--- src/rtl/spi_seq_pkg.sv ---
// spi_seq_pkg
// Shared constants and types for the SPI register sequencer.
//   KEY_ADDR   : address reserved for the unlock/relock key writes
//   KEY1_VAL   : first byte of the unlock sequence
//   KEY2_VAL   : second byte of the unlock sequence
//   RELOCK_VAL : key byte that relocks an unlocked bank
//   seq_state_t: protection FSM states (LOCKED, KEY1, UNLOCKED)
package spi_seq_pkg;

  localparam logic [7:0] KEY_ADDR   = 8'h7F;
  localparam logic [7:0] KEY1_VAL   = 8'hA5;
  localparam logic [7:0] KEY2_VAL   = 8'h5A;
  localparam logic [7:0] RELOCK_VAL = 8'h00;

  typedef enum logic [1:0] {
    LOCKED   = 2'd0,
    KEY1     = 2'd1,
    UNLOCKED = 2'd2
  } seq_state_t;

endpackage

--- src/rtl/spi_unlock_fsm.sv ---
// spi_unlock_fsm
// Write-protection state machine with an inactivity timeout. Only built
// when SPI_SEQ_WRITE_PROTECT_EN is defined.
// Ports:
//   clk, rst    : system clock, synchronous active-high reset
//   key_write   : a valid pair addressed to KEY_ADDR while cs_n is low
//   key_data    : data byte of that key write
//   abort       : any other pair this cycle (cancels a half-entered key)
//   cs_rise     : rising edge of cs_n (end of SPI transaction)
//   unlocked    : high while protected registers may be written
//   key_reject  : combinational, a key write with the wrong byte
`ifdef SPI_SEQ_WRITE_PROTECT_EN
module spi_unlock_fsm
  import spi_seq_pkg::*;
#(
  parameter int UNLOCK_TIMEOUT = 1024
) (
  input  logic       clk,
  input  logic       rst,
  input  logic       key_write,
  input  logic [7:0] key_data,
  input  logic       abort,
  input  logic       cs_rise,
  output logic       unlocked,
  output logic       key_reject
);

  localparam int CW = ($clog2(UNLOCK_TIMEOUT) > 0) ? $clog2(UNLOCK_TIMEOUT) : 1;

  seq_state_t    state;
  seq_state_t    state_next;
  logic [CW-1:0] cnt;
  logic          timeout;

  // The counter runs only outside LOCKED, so expiry is meaningful only there.
  assign timeout  = (state != LOCKED) && (cnt == CW'(UNLOCK_TIMEOUT - 1));
  assign unlocked = (state == UNLOCKED);

  // State register; reset drops any partially entered key immediately.
  always_ff @(posedge clk) begin
    if (rst) begin
      state <= LOCKED;
    end else begin
      state <= state_next;
    end
  end

  // Timeout counter: cleared on entry to KEY1/UNLOCKED and held at zero in
  // LOCKED, otherwise it counts every cycle.
  always_ff @(posedge clk) begin
    if (rst) begin
      cnt <= '0;
    end else if (state_next == LOCKED || state_next != state) begin
      cnt <= '0;
    end else begin
      cnt <= cnt + CW'(1);
    end
  end

  // Key decoding. The relock events (cs_n edge, timeout) are applied last so
  // they override whatever the key write of the same cycle asked for; the
  // key write is still judged against the current state for error counting.
  always_comb begin
    state_next = state;
    key_reject = 1'b0;
    case (state)
      LOCKED: begin
        if (key_write) begin
          if (key_data == KEY1_VAL) state_next = KEY1;
          else                      key_reject = 1'b1;
        end
      end
      KEY1: begin
        if (key_write) begin
          if (key_data == KEY2_VAL) begin
            state_next = UNLOCKED;
          end else begin
            state_next = LOCKED;
            key_reject = 1'b1;
          end
        end else if (abort) begin
          state_next = LOCKED;
        end
      end
      UNLOCKED: begin
        if (key_write && key_data == RELOCK_VAL) state_next = LOCKED;
      end
      default: state_next = LOCKED;
    endcase
    if (state != LOCKED && (cs_rise || timeout)) state_next = LOCKED;
  end

endmodule
`endif

--- src/rtl/spi_reg_sequencer.sv ---
// spi_reg_sequencer
// Decodes address/data pairs from the SPI slave into writes to a small
// register bank, with optional write protection of the upper registers.
// Build option: SPI_SEQ_WRITE_PROTECT_EN enables the unlock FSM, timeout
// and key handling; without it every in-range write is accepted, key writes
// are ignored and locked is tied low.
// Ports:
//   clk, rst              : system clock, synchronous active-high reset
//   cs_n                  : SPI chip select (active low, already synchronised)
//   rx_valid              : one-cycle pulse per received pair
//   rx_address, rx_data   : received register address and write data
//   reg_q                 : flattened register bank, register i at [8i+7:8i]
//   wr_strobe             : one-cycle pulse per accepted write
//   wr_addr               : address of the last accepted write
//   locked                : high unless protected registers are writable
//   err_count             : saturating count of rejected pairs
module spi_reg_sequencer
  import spi_seq_pkg::*;
#(
  parameter int NUM_REGS       = 8,
  parameter int PROT_BASE      = 4,
  parameter int UNLOCK_TIMEOUT = 1024
) (
  input  logic                        clk,
  input  logic                        rst,
  input  logic                        cs_n,
  input  logic                        rx_valid,
  input  logic [7:0]                  rx_address,
  input  logic [7:0]                  rx_data,
  output logic [NUM_REGS*8-1:0]       reg_q,
  output logic                        wr_strobe,
  output logic [$clog2(NUM_REGS)-1:0] wr_addr,
  output logic                        locked,
  output logic [7:0]                  err_count
);

  localparam int AW = $clog2(NUM_REGS);

  // Elaboration-time guards on the parameter ranges the design relies on.
  if (NUM_REGS < 2 || NUM_REGS > 64 || (NUM_REGS & (NUM_REGS - 1)) != 0) begin : g_bad_num_regs
    $error("NUM_REGS must be a power of two between 2 and 64");
  end
  if (PROT_BASE < 0 || UNLOCK_TIMEOUT < 2) begin : g_bad_params
    $error("PROT_BASE must be non-negative and UNLOCK_TIMEOUT at least 2");
  end

  logic [7:0]    regs [NUM_REGS];
  logic [AW-1:0] idx;
  logic          is_key;
  logic          in_range;
  logic          accept;
  logic          reject;

  assign idx      = rx_address[AW-1:0];
  assign is_key   = (rx_address == KEY_ADDR);
  assign in_range = ({24'd0, rx_address} < 32'(NUM_REGS));

`ifdef SPI_SEQ_WRITE_PROTECT_EN
  logic cs_prev;
  logic cs_rise;
  logic is_prot;
  logic key_write;
  logic abort;
  logic unlocked;
  logic key_reject;

  assign is_prot   = ({24'd0, rx_address} >= 32'(PROT_BASE));
  assign cs_rise   = cs_n && !cs_prev;
  // A pair sent with cs_n high is rejected before the key check, so it is
  // never treated as a key write.
  assign key_write = rx_valid && !cs_n && is_key;
  assign abort     = rx_valid && !key_write;
  assign accept    = rx_valid && !cs_n && !is_key && in_range && (!is_prot || unlocked);
  assign reject    = (rx_valid && !key_write && !accept) || key_reject;
  assign locked    = !unlocked;

  // Previous chip-select level for end-of-transaction detection. Reset to
  // high so a bus idling high after reset is not seen as an edge.
  always_ff @(posedge clk) begin
    if (rst) begin
      cs_prev <= 1'b1;
    end else begin
      cs_prev <= cs_n;
    end
  end

  spi_unlock_fsm #(
    .UNLOCK_TIMEOUT (UNLOCK_TIMEOUT)
  ) u_unlock_fsm (
    .clk        (clk),
    .rst        (rst),
    .key_write  (key_write),
    .key_data   (rx_data),
    .abort      (abort),
    .cs_rise    (cs_rise),
    .unlocked   (unlocked),
    .key_reject (key_reject)
  );
`else
  // Without protection, key-address pairs are dropped silently; only a
  // deselected bus or an out-of-range address counts as an error.
  assign accept = rx_valid && !cs_n && !is_key && in_range;
  assign reject = rx_valid && (cs_n || (!is_key && !in_range));
  assign locked = 1'b0;
`endif

  // Register bank, write strobe/address and the saturating error counter.
  always_ff @(posedge clk) begin
    if (rst) begin
      for (int i = 0; i < NUM_REGS; i++) regs[i] <= 8'h00;
      wr_strobe <= 1'b0;
      wr_addr   <= '0;
      err_count <= 8'h00;
    end else begin
      wr_strobe <= accept;
      if (accept) begin
        regs[idx] <= rx_data;
        wr_addr   <= idx;
      end
      if (reject && err_count != 8'hFF) err_count <= err_count + 8'd1;
    end
  end

  // Flatten the bank onto the output bus.
  always_comb begin
    reg_q = '0;
    for (int i = 0; i < NUM_REGS; i++) reg_q[8*i +: 8] = regs[i];
  end

endmodule
--- config.mk ---
export PLATFORM = sky130hd
export DESIGN_NAME = spi_reg_sequencer
export DESIGN_NICKNAME = d
export VERILOG_FILES = /design/src/rtl/spi_seq_pkg.sv /design/src/rtl/spi_unlock_fsm.sv /design/src/rtl/spi_reg_sequencer.sv
export SDC_FILE = /design/constraint.sdc
export NUM_CORES = 1
export LEC_CHECK = 0
export CAP_MARGIN = 0
export CORE_MARGIN = 5
export CORE_UTILIZATION = 46
export DETAILED_ROUTE_END_ITERATION = 6
export GPL_TIMING_DRIVEN = 1
export PLACE_DENSITY_LB_ADDON = 0.3
export SETUP_SLACK_MARGIN = 0.15
export SLEW_MARGIN = 20
export SYNTH_ARGS = -nofsm -noshare
export SYNTH_HDL_FRONTEND = slang
export SYNTH_SLANG_ARGS = --single-unit
--- constraint.sdc ---
create_clock -name clk -period 2.9 [get_ports clk]
set_clock_uncertainty 0.2 [all_clocks]
set_input_delay 0.58 -clock clk [delete_from_list [all_inputs] [get_ports clk]]
set_output_delay 0.58 -clock clk [all_outputs]
set_load 0.02 [all_outputs]
==> results of run 1 <==
==> worst max-delay path: cells and delay by family <==
kind | cells | cell delay, ps
simple gates | 5 | 1410
buf+inv | 1 | 430
==> worst max-delay path by stage <==
| stage | from | end | slack [ps] | depth (start not counted) |
|---|---|---|---|---|
| finish | rx_address[3] | regs[4][3] | 270 | 6 |
| global route | rx_address[3] | regs[4][0] | 190 | 6 |
| CTS | rx_address[3] | regs[4][3] | 260 | 6 |
| detailed placement | rx_address[3] | regs[4][4] | -100 | 6 |
| global placement | rx_address[3] | regs[4][1] | -40 | 6 |
| floorplan | rx_address[3] | regs[0][0] | 380 | 5 |
==> metal layers <==
layer | global-route usage | vias up | wire length, um
li1 | - | 1003 | -
met1 | 0.206 | 1015 | 2910
met2 | 0.290 | 87 | 3500
met3 | 0.0499 | 6 | 568
met4 | 0.0705 | 0 | 72
met5 | 0 | - | 0
==> report_power, final <==
part	internal (uW)	switching, uW	leakage (uW)
Sequential	1230	19.0	0.000704
Clock	473	373	0.000100
Combinational	125	144	0.000831
Total	1830	536	0.00164
==> metrics by stage <==
stage                      util  hold slack [ps]  setup TNS, ps
final                     0.693              316              0
after global routing      0.693              351              0
after CTS                 0.693              309              0
after detailed placement  0.661              296          -1910
after global placement    0.661              275           -634
after floorplan               -              357              0
==> synth_stat cells (2+ instances only) <==
cell,n,area share
and2_1,64,0.13
nand2b_1,3,0.0061
or2_1,7,0.014
nand2_1,5,0.0061
nand4_1,2,0.0041
a21o_1,2,0.0049
a21oi_1,4,0.0065
mux2i_1,4,0.013
clkbuf_1,2,0.0024
nor2b_1,2,0.0041
mux2_1,2,0.0073
inv_1,2,0.0024
nand3_1,5,0.0081
nor2_4,3,0.011
nor2_1,14,0.017
dfxtp_1,12,0.078
edfxtp_1,64,0.62
==> state kept, by name, summed over array words and instances, names as in the netlist <==
signal     flops
regs          64
wr_addr        3
wr_strobe      1
err_count      8
==> logic make-up (layout without fill, tap and decap cells) <==
family | after synthesis | in the layout | share of synthesized area
buffers and inverters | 6 | 129 | 0.00894
other | 1 | 1 | 0.00122
and+or+nand+nor | 119 | 119 | 0.243
DFF | 76 | 76 | 0.702
muxes | 6 | 6 | 0.0203
xor gates and xnor gates | 1 | 1 | 0.00284
adders and majority gates | 1 | 1 | 0.00406
AOI/OAI and AO/OA | 8 | 8 | 0.0171
==> cell type report <==
class	count	share of cell area
Clock buffer	9	0.0278
Sequential cell	76	0.486
Tap cell	77	0.0216
Clock inverter	6	0.0180
Multi-Input combinational cell	136	0.200
Inverter	2	0.00169
Timing Repair Buffer	112	0.245
==> metrics.md, run 1 <==
| Metric | Value |
|---|---|
| GR Overflow Total | 0 |
| Power Density | about 530 mW/mm^2 |
| Most common cell after layout, fill and taps aside | clkdlybuf4s50_1 |
| Max-Cap Viols | 0 |
| Die W | 91.8 um |
| Worst-path maximum fanout | 8 |
| Final ANT Viol Nets | 0 |
| Hold endpoint | wr_addr[1] |
| Status | finished clean |
| Area Growth Syn to Fin | 44.5% |
| Dpl hpwl | around 5100 um |
| Register area | approximately 0.0022 sq mm |
| Maximum clock frequency | around 380 MHz |
| RR Endpoint | err_count[4] |
| Minimum clock period | 2630 ps |
| Initial Utilization | 0.479 |
| Worst skew pair latency | between 300 and 400 ps |
| Pre-antenna DRT Iters | 4 |
| PortBufs | between 90 and 100 |
| Most frequent cells in the layout | clkdlybuf4s50_1, and2_1, edfxtp_1 |
| Fin cells | approximately 420 |
| Vias/cell | between 5 and 6 |
| Post-synth EDFFs | 64 |
| Post-CTS Hold Fix Bufs | 0 |
| CTS resizes | 0 |
| GPL Wtd Cong | approximately 0.78 |
| CTS sink count | 76 |
| Max-slew violations | 0 |
| Layout Cell Area excl Fill | ~0.0045 sq mm |
| Final hold vios | 0 |
| DR DRC count | 0 |
| Final WL | just over 7000 um |
| FF+latch count, synth | between 70 and 80 |
| Sequential fraction of the synthesis area | 0.702 |
| Worst-path clk slew | approximately 70 ps |
| Final period utilization | 0.908 |
| Post-DR wirelength/cell | 16.9 um |
| Synth cell types | 38 |
| P_leak | roughly 0.0016 uW |
| Core area | ~0.0064 sq mm |
| Pin count of the biggest net entering global routing | 19 |
| CTS tree | yes |
| # rows | 29 |
| Area post-placement | approximately 0.0042 sq mm |
| Netlist Area Pre-Place | 0.00308 sq mm |
| FF-to-FF setup slack | a little under 900 ps |
| Worst hold stages | 2 |
| VDD IR max | 278 uV |
| WS Path Type | in -> reg |
| Die area | roughly 0.0084 sq mm |
| Mapped Cells | approximately 220 |
| Total setup buffers inserted after CTS | 0 |
| First-pass GRT wire length | about 11000 um |
| Share of post-route cells with drive strength above 1 | 0.114 |
| Diodes inserted | 0 |
| Final setup margin | 267 ps |
| Worst R2R Path Depth | 5 |
| Final setup viols | 0 |
| HP Class | reg -> reg |
| Number of global-route vias before repair | ~2200 |
| Post-synthesis average cell area | about 14 sq um |
| Hold Crit Start | wr_addr[1] |
| Critical Path RT | 2710 ps |
| Root buf cell | clkbuf_8 |
| CP endpoint kind | flop |
| Via Count | roughly 2100 |
| Number of buffers created by CTS | 9 |
| DR iter-0 viols | between 80 and 90 |
| Total Power | around 2400 uW |
| Dpl ws | -102 ps |
| CTS H-tree depth | 3 |
| Layout Nets | between 300 and 400 |
| Critical path launch point type | primary input |
| Fill cell count | approximately 460 |
| RSZ-0062 raised after global routing | false |
| Crit path DAT | around 2400 ps |
| Slowest stage delay, CP | between 500 and 600 ps |
| Synth async-reset ratio | 0 |
| CP max stage cell | or4b_4 |
| Crit path cell chain | clkdlybuf4s50_1 > nor4_2 > nand2_1 > or4b_4 > nor2_4 > or2_1 |
| Die height | around 90 um |
| Most used DFF post-synth | edfxtp_1 |
| Global Route Usage Sum | 0.172 |
| Initial antenna violation count | 0 |
| Critical R2R Launch | err_count[0] |
| Footprint of the multi-input gates | 890 sq um |
| Synthesized Nets | ~240 |
| Synth warnings | 0 |
| CTS Buffer Depth | 2 |
| IO Pins | 97 |
| Placed Cells | 403 |
No activity file was read; power rests on OpenSTA's default activity.
==> run 2, diff against run 1 <==
Settings changed: CORE_UTILIZATION 46 to 40.
==> metrics.md, run 2 (synthesized netlist as in run 1, its figures left out) <==
| Metric | Value |
|---|---|
| Post-DR wirelength/cell | 15.4 um (-8.5%) |
| Total Power | 2280 uW (-3.4%) |
| Via Count | 2034 (-3.6%) |
| Initial antenna violation count | 0 (unchanged) |
| Vias/cell | 4.57 (-9.5%) |
| Crit path DAT | 2450 ps (about the same) |
| Worst-path clk slew | 70 ps (about the same) |
| Final WL | 6880 um (-2.6%) |
| CTS H-tree depth | 3 (unchanged) |
| DR iter-0 viols | 59 (-31%) |
| GR Overflow Total | 0 (unchanged) |
| Initial Utilization | 0.405 (-0.0747) |
| CTS resizes | 0 (unchanged) |
| # rows | 32 (+10%) |
| Slowest stage delay, CP | 570 ps (about the same) |
| CTS sink count | 76 (unchanged) |
| Core area | 0.00761 sq mm (+18%) |
| Largest regs | regs (64), err_count (8), wr_addr (3) |
| IO Pins | 97 (unchanged) |
| Uppermost routed layer | met4 |
| Crit path cell chain | clkdlybuf4s50_1 > nor4_2 > nand2_1 > or4b_4 > nor3_4 > or2_1 > buf_4 |
| Final setup margin | 308 ps (+41.4 ps) |
| Critical Path RT | 2760 ps (+50 ps) |
| Biggest register | regs |
| HP Class | reg -> reg |
| Area post-placement | 0.00431 sq mm (+1.4%) |
| Area Growth Syn to Fin | 45.7% |
| Final ANT Viol Nets | 0 (unchanged) |
| Worst path buffer plus inverter count | 2 (+1) |
| Most frequent cells in the layout | clkdlybuf4s50_1, and2_1, edfxtp_1 |
| DR DRC count | 0 (unchanged) |
| FF-to-FF setup slack | 1080 ps (+190 ps) |
| Die height | 97.7 um (+6.5%) |
| WS Path Type | in -> reg |
| Maximum clock frequency | 386 MHz (+1.6%) |
| RSZ-0062 raised after global routing | false |
| Die W | 97.7 um (+6.5%) |
| VDD IR max | 248 uV (-11%) |
| CTS tree | yes |
| Dpl ws | -67.0 ps (+34.7 ps) |
| Root buf cell | clkbuf_8 |
| P_leak | 0.00164 uW (+0.49%) |
| Power Density | 508 mW/mm^2 (-4.2%) |
| CTS Buffer Depth | 2 (unchanged) |
| GPL Wtd Cong | 0.780 (+0.18%) |
| Max-Cap Viols | 0 (unchanged) |
| M1 WL | 3040 um (+4.4%) |
| DR WL met3 | 480 um (-15%) |
| Share of post-route cells with drive strength above 1 | 0.120 (+0.00516) |
| Status | finished clean |
| CP delay by family, top | simple AND/OR/NAND/NOR gates |
| Final hold vios | 0 (unchanged) |
| Worst R2R Path Depth | 5 (unchanged) |
| Global Route Usage Sum | 0.147 (-0.0241) |
| Diodes inserted | 0 (unchanged) |
| Pin count of the biggest net entering global routing | 23 (+4) |
| Layout Nets | 360 (+0.56%) |
| Max-slew violations | 0 (unchanged) |
| Worst hold stages | 2 (unchanged) |
| Most common cell after layout, fill and taps aside | clkdlybuf4s50_1 |
| Final period utilization | 0.894 (-0.0143) |
| Final setup viols | 0 (unchanged) |
| Number of buffers created by CTS | 9 (unchanged) |
| CP max stage cell | or4b_4 |
| Worst-path maximum fanout | 5 (-3) |
| Number of global-route vias before repair | 2001 (-7.4%) |
| Max FFs per register | 64 (unchanged) |
| CP endpoint kind | flop |
| Minimum clock period | 2590 ps (-41.4 ps) |
| Metal2 WL | 3260 um (-7.0%) |
| Layout Cell Area excl Fill | 0.00449 sq mm (+0.79%) |
| Total setup buffers inserted after CTS | 0 (unchanged) |
| Critical path launch point type | primary input |
| Dpl hpwl | 4980 um (-2.1%) |
| Post-CTS Hold Fix Bufs | 0 (unchanged) |
| First-pass GRT wire length | 10700 um (-3.0%) |
| PortBufs | 95 (unchanged) |
| Stages on worst setup path | 7 (+1) |
| Pre-antenna DRT Iters | 5 (+1) |
| Worst skew pair latency | 340 ps (about the same) |
| Die area | 0.00955 sq mm (+13%) |
[run 2: final cells by class]
| type | count | area [sq um] |
|---|---|---|
| Fill cell | 607 | 3120 |
| Sequential cell | 76 | 2160 |
| Timing Repair Buffer | 114 | 1120 |
| Multi-Input combinational cell | 136 | 890 |
| Clock buffer | 10 | 128 |
| Tap cell | 102 | 128 |
| Clock inverter | 5 | 52.6 |
| Inverter | 2 | 7.51 |
[run 2: routing by layer]
layer  up-vias  GRT usage
met5         -          0
met4         0     0.0575
met3         9     0.0514
met2        80      0.238
met1       940      0.182
li1       1005          -
[run 2: final timing paths]
path                               startpoint           end
worst max-delay path            rx_address[3]    regs[0][1]
worst min-delay path               wr_addr[1]    wr_addr[1]
worst max register to register   err_count[2]  err_count[4]
worst min register to register     wr_addr[1]    wr_addr[1]
[run 2: power breakdown]
| part | internal, uW | leakage (uW) | switching, uW |
|---|---|---|---|
| Sequential | 1230 | 0.000704 | 18.7 |
| Combinational | 129 | 0.000846 | 142 |
| Clock | 390 | 0.0000939 | 372 |
| Total | 1750 | 0.00164 | 533 |
[run 2: worst min-delay path, cell delays in order (launching register included)]
cell and delay, ps:
dfxtp_1 330, mux2i_1 70, nor2_1 80
[run 2: through the flow]
| stage | setup TNS (ps) | hold slack, ps | cells | utilization |
|---|---|---|---|---|
| after floorplan | 0 | 357 | 218 | - |
| after global placement | -99.1 | 277 | 430 | 0.566 |
| after detailed placement | -1130 | 285 | 430 | 0.566 |
| after CTS | 0 | 309 | 445 | 0.590 |
| after global routing | 0 | 351 | 445 | 0.590 |
| final | 0 | 310 | 445 | 0.590 |
==> run 3, diff against run 2 <==
Settings changed: GPL_ROUTABILITY_DRIVEN set to 0, PLACE_DENSITY_LB_ADDON 0.3 to 0.05.
==> metrics.md, run 3 (synthesized netlist as in run 1, its figures left out) <==
| Metric | Value |
|---|---|
| Max-Cap Viols | 0 (unchanged) |
| Share of post-route cells with drive strength above 1 | 0.125 (+0.00583) |
| Setup_tns | 0 ps (unchanged) |
| Footprint of the multi-input gates | 890 sq um (unchanged) |
| Root buf cell | clkbuf_8 |
| CTS Buffer Depth | 2 (unchanged) |
| Layout Nets | 360 (unchanged) |
| PortBufs | 95 (unchanged) |
| RSZ-0062 raised after global routing | false |
| Layout Cell Area excl Fill | 0.00451 sq mm (+0.45%) |
| GR Overflow Total | 0 (unchanged) |
| Power Density | 510 mW/mm^2 (+0.35%) |
| First-pass GRT wire length | 10700 um (-0.45%) |
| Max FFs per register | 64 (unchanged) |
| Post-DR wirelength/cell | 15.5 um (+0.64%) |
| IO Pins | 97 (unchanged) |
| Number of global-route vias before repair | 2029 (+1.4%) |
| Vias/cell | 4.63 (+1.3%) |
| Die area | 0.00955 sq mm (unchanged) |
| HP Class | reg -> reg |
| Max-slew violations | 0 (unchanged) |
| Critical Path RT | 2760 ps (about the same) |
| Status | finished clean |
| Die W | 97.7 um (unchanged) |
| Final WL | 6920 um (+0.64%) |
| Slowest stage delay, CP | 580 ps (about the same) |
| Fill cell count | 640 (+5.4%) |
| Stages on worst setup path | 7 (unchanged) |
| Core area | 0.00761 sq mm (unchanged) |
| Most used routing layer | met2 |
| CP endpoint kind | flop |
| # rows | 32 (unchanged) |
| Total setup buffers inserted after CTS | 0 (unchanged) |
| Dpl hpwl | 5080 um (+2.2%) |
| Initial antenna violation count | 0 (unchanged) |
| Number of buffers created by CTS | 9 (unchanged) |
| CTS tree | yes |
| Worst R2R Path Depth | 6 (+1) |
| Via Count | 2060 (+1.3%) |
| Register area | 0.00216 sq mm (unchanged) |
| Initial Utilization | 0.405 (unchanged) |
| Final hold vios | 0 (unchanged) |
| Worst path buffer plus inverter count | 2 (unchanged) |
| CP max stage cell | or4b_4 |
| Largest regs | regs (64), err_count (8), wr_addr (3) |
| Area post-placement | 0.00432 sq mm (+0.29%) |
| Worst-path maximum fanout | 4 (-1) |
| DR iter-0 viols | 78 (+32%) |
| Pin count of the biggest net entering global routing | 16 (-30%) |
| CTS sink count | 76 (unchanged) |
| Grt met2 use | 0.242 (+0.00369) |
| Final ANT Viol Nets | 0 (unchanged) |
| GR Util met1 | 0.184 (+0.00143) |
| Hold Crit Start | err_count[7] |
| Grt met3 use | 0.0364 (-0.0150) |
| VDD IR max | 241 uV (-2.7%) |
| Worst skew pair latency | 340 ps (about the same) |
| CP Launch Point | rx_address[3] |
| CP delay by family, top | simple AND/OR/NAND/NOR gates |
| Global Route Usage Sum | 0.145 (-0.00208) |
| WS Path Type | in -> reg |
| Most frequent cells in the layout | clkdlybuf4s50_1, and2_1, edfxtp_1 |
| Critical R2R Launch | err_count[2] |
| Post-CTS Hold Fix Bufs | 0 (unchanged) |
| FF-to-FF setup slack | 1070 ps (about the same) |
| Final setup viols | 0 (unchanged) |
| CTS resizes | 0 (unchanged) |
| Maximum clock frequency | 390 MHz (+1.1%) |
| DR DRC count | 0 (unchanged) |
| Minimum clock period | 2560 ps (-29.2 ps) |
| Crit path cell chain | clkdlybuf4s50_1 > nor4_2 > nand2_1 > or4b_4 > nor3_4 > or2_1 > buf_4 |
| P_leak | 0.00165 uW (+0.13%) |
| Most common cell after layout, fill and taps aside | clkdlybuf4s50_1 |
| Area Growth Syn to Fin | 46.3% |
| Crit path DAT | 2420 ps (-30 ps) |
| Pre-antenna DRT Iters | 4 (-1) |
| CTS H-tree depth | 3 (unchanged) |
| Final period utilization | 0.884 (-0.0101) |
| Worst-path clk slew | 80 ps (about the same) |
| Diodes inserted | 0 (unchanged) |
| Die height | 97.7 um (unchanged) |
| Biggest register | regs |
| Worst hold stages | 2 (unchanged) |
| Critical path launch point type | primary input |
run 3: changes by cell type in the layout (fill, tap and decap cells not counted):
cell	previous run	this run
clkbuf_1	1	0
clkinvlp_4	0	2
buf_4	17	16
clkinv_1	1	0
buf_12	2	3
run 3: metal layers:
metal	vias up	share of wire	wire length (um)
li1	1010	-	-
met1	968	0.44	3010
met2	68	0.49	3400
met3	14	0.060	413
met4	0	0.014	95
met5	-	0	0
run 3: final timing paths:
check | to
max | regs[0][3]
max reg2reg | err_count[5]
min reg2reg | err_count[7]
min | err_count[7]
run 3: cell type report:
class,count,area share
Sequential cell,76,0.480
Timing Repair Buffer,114,0.251
Multi-Input combinational cell,136,0.197
Tap cell,102,0.0283
Clock buffer,9,0.0275
Clock inverter,6,0.0142
Inverter,2,0.00167
run 3: worst reg2reg max path, cell delays in order (launching register included):
cell	delay, ps
dfxtp_1	460
and4_1	280
nand4_1	100
and4b_1	250
buf_4	180
a21o_1	170
a21oi_1	130
run 3: through the flow:
stage | utilization | power (uW) | instances | setup WS, ps | hold slack, ps
final | 0.592 | 2300 | 445 | 337 | 296
after CTS | 0.592 | 2320 | 445 | 334 | 297
after detailed placement | 0.568 | 1550 | 430 | -29.4 | 282
after global placement | 0.568 | 1550 | 430 | -14.0 | 280
after global routing | 0.592 | 2380 | 445 | 275 | 346
after floorplan | - | 1380 | 218 | 377 | 357
run 3: where the power goes:
part | internal, uW | switching, uW
clock network | 392 | 384
registers | 1230 | 18.1
logic | 131 | 146
total | 1750 | 548
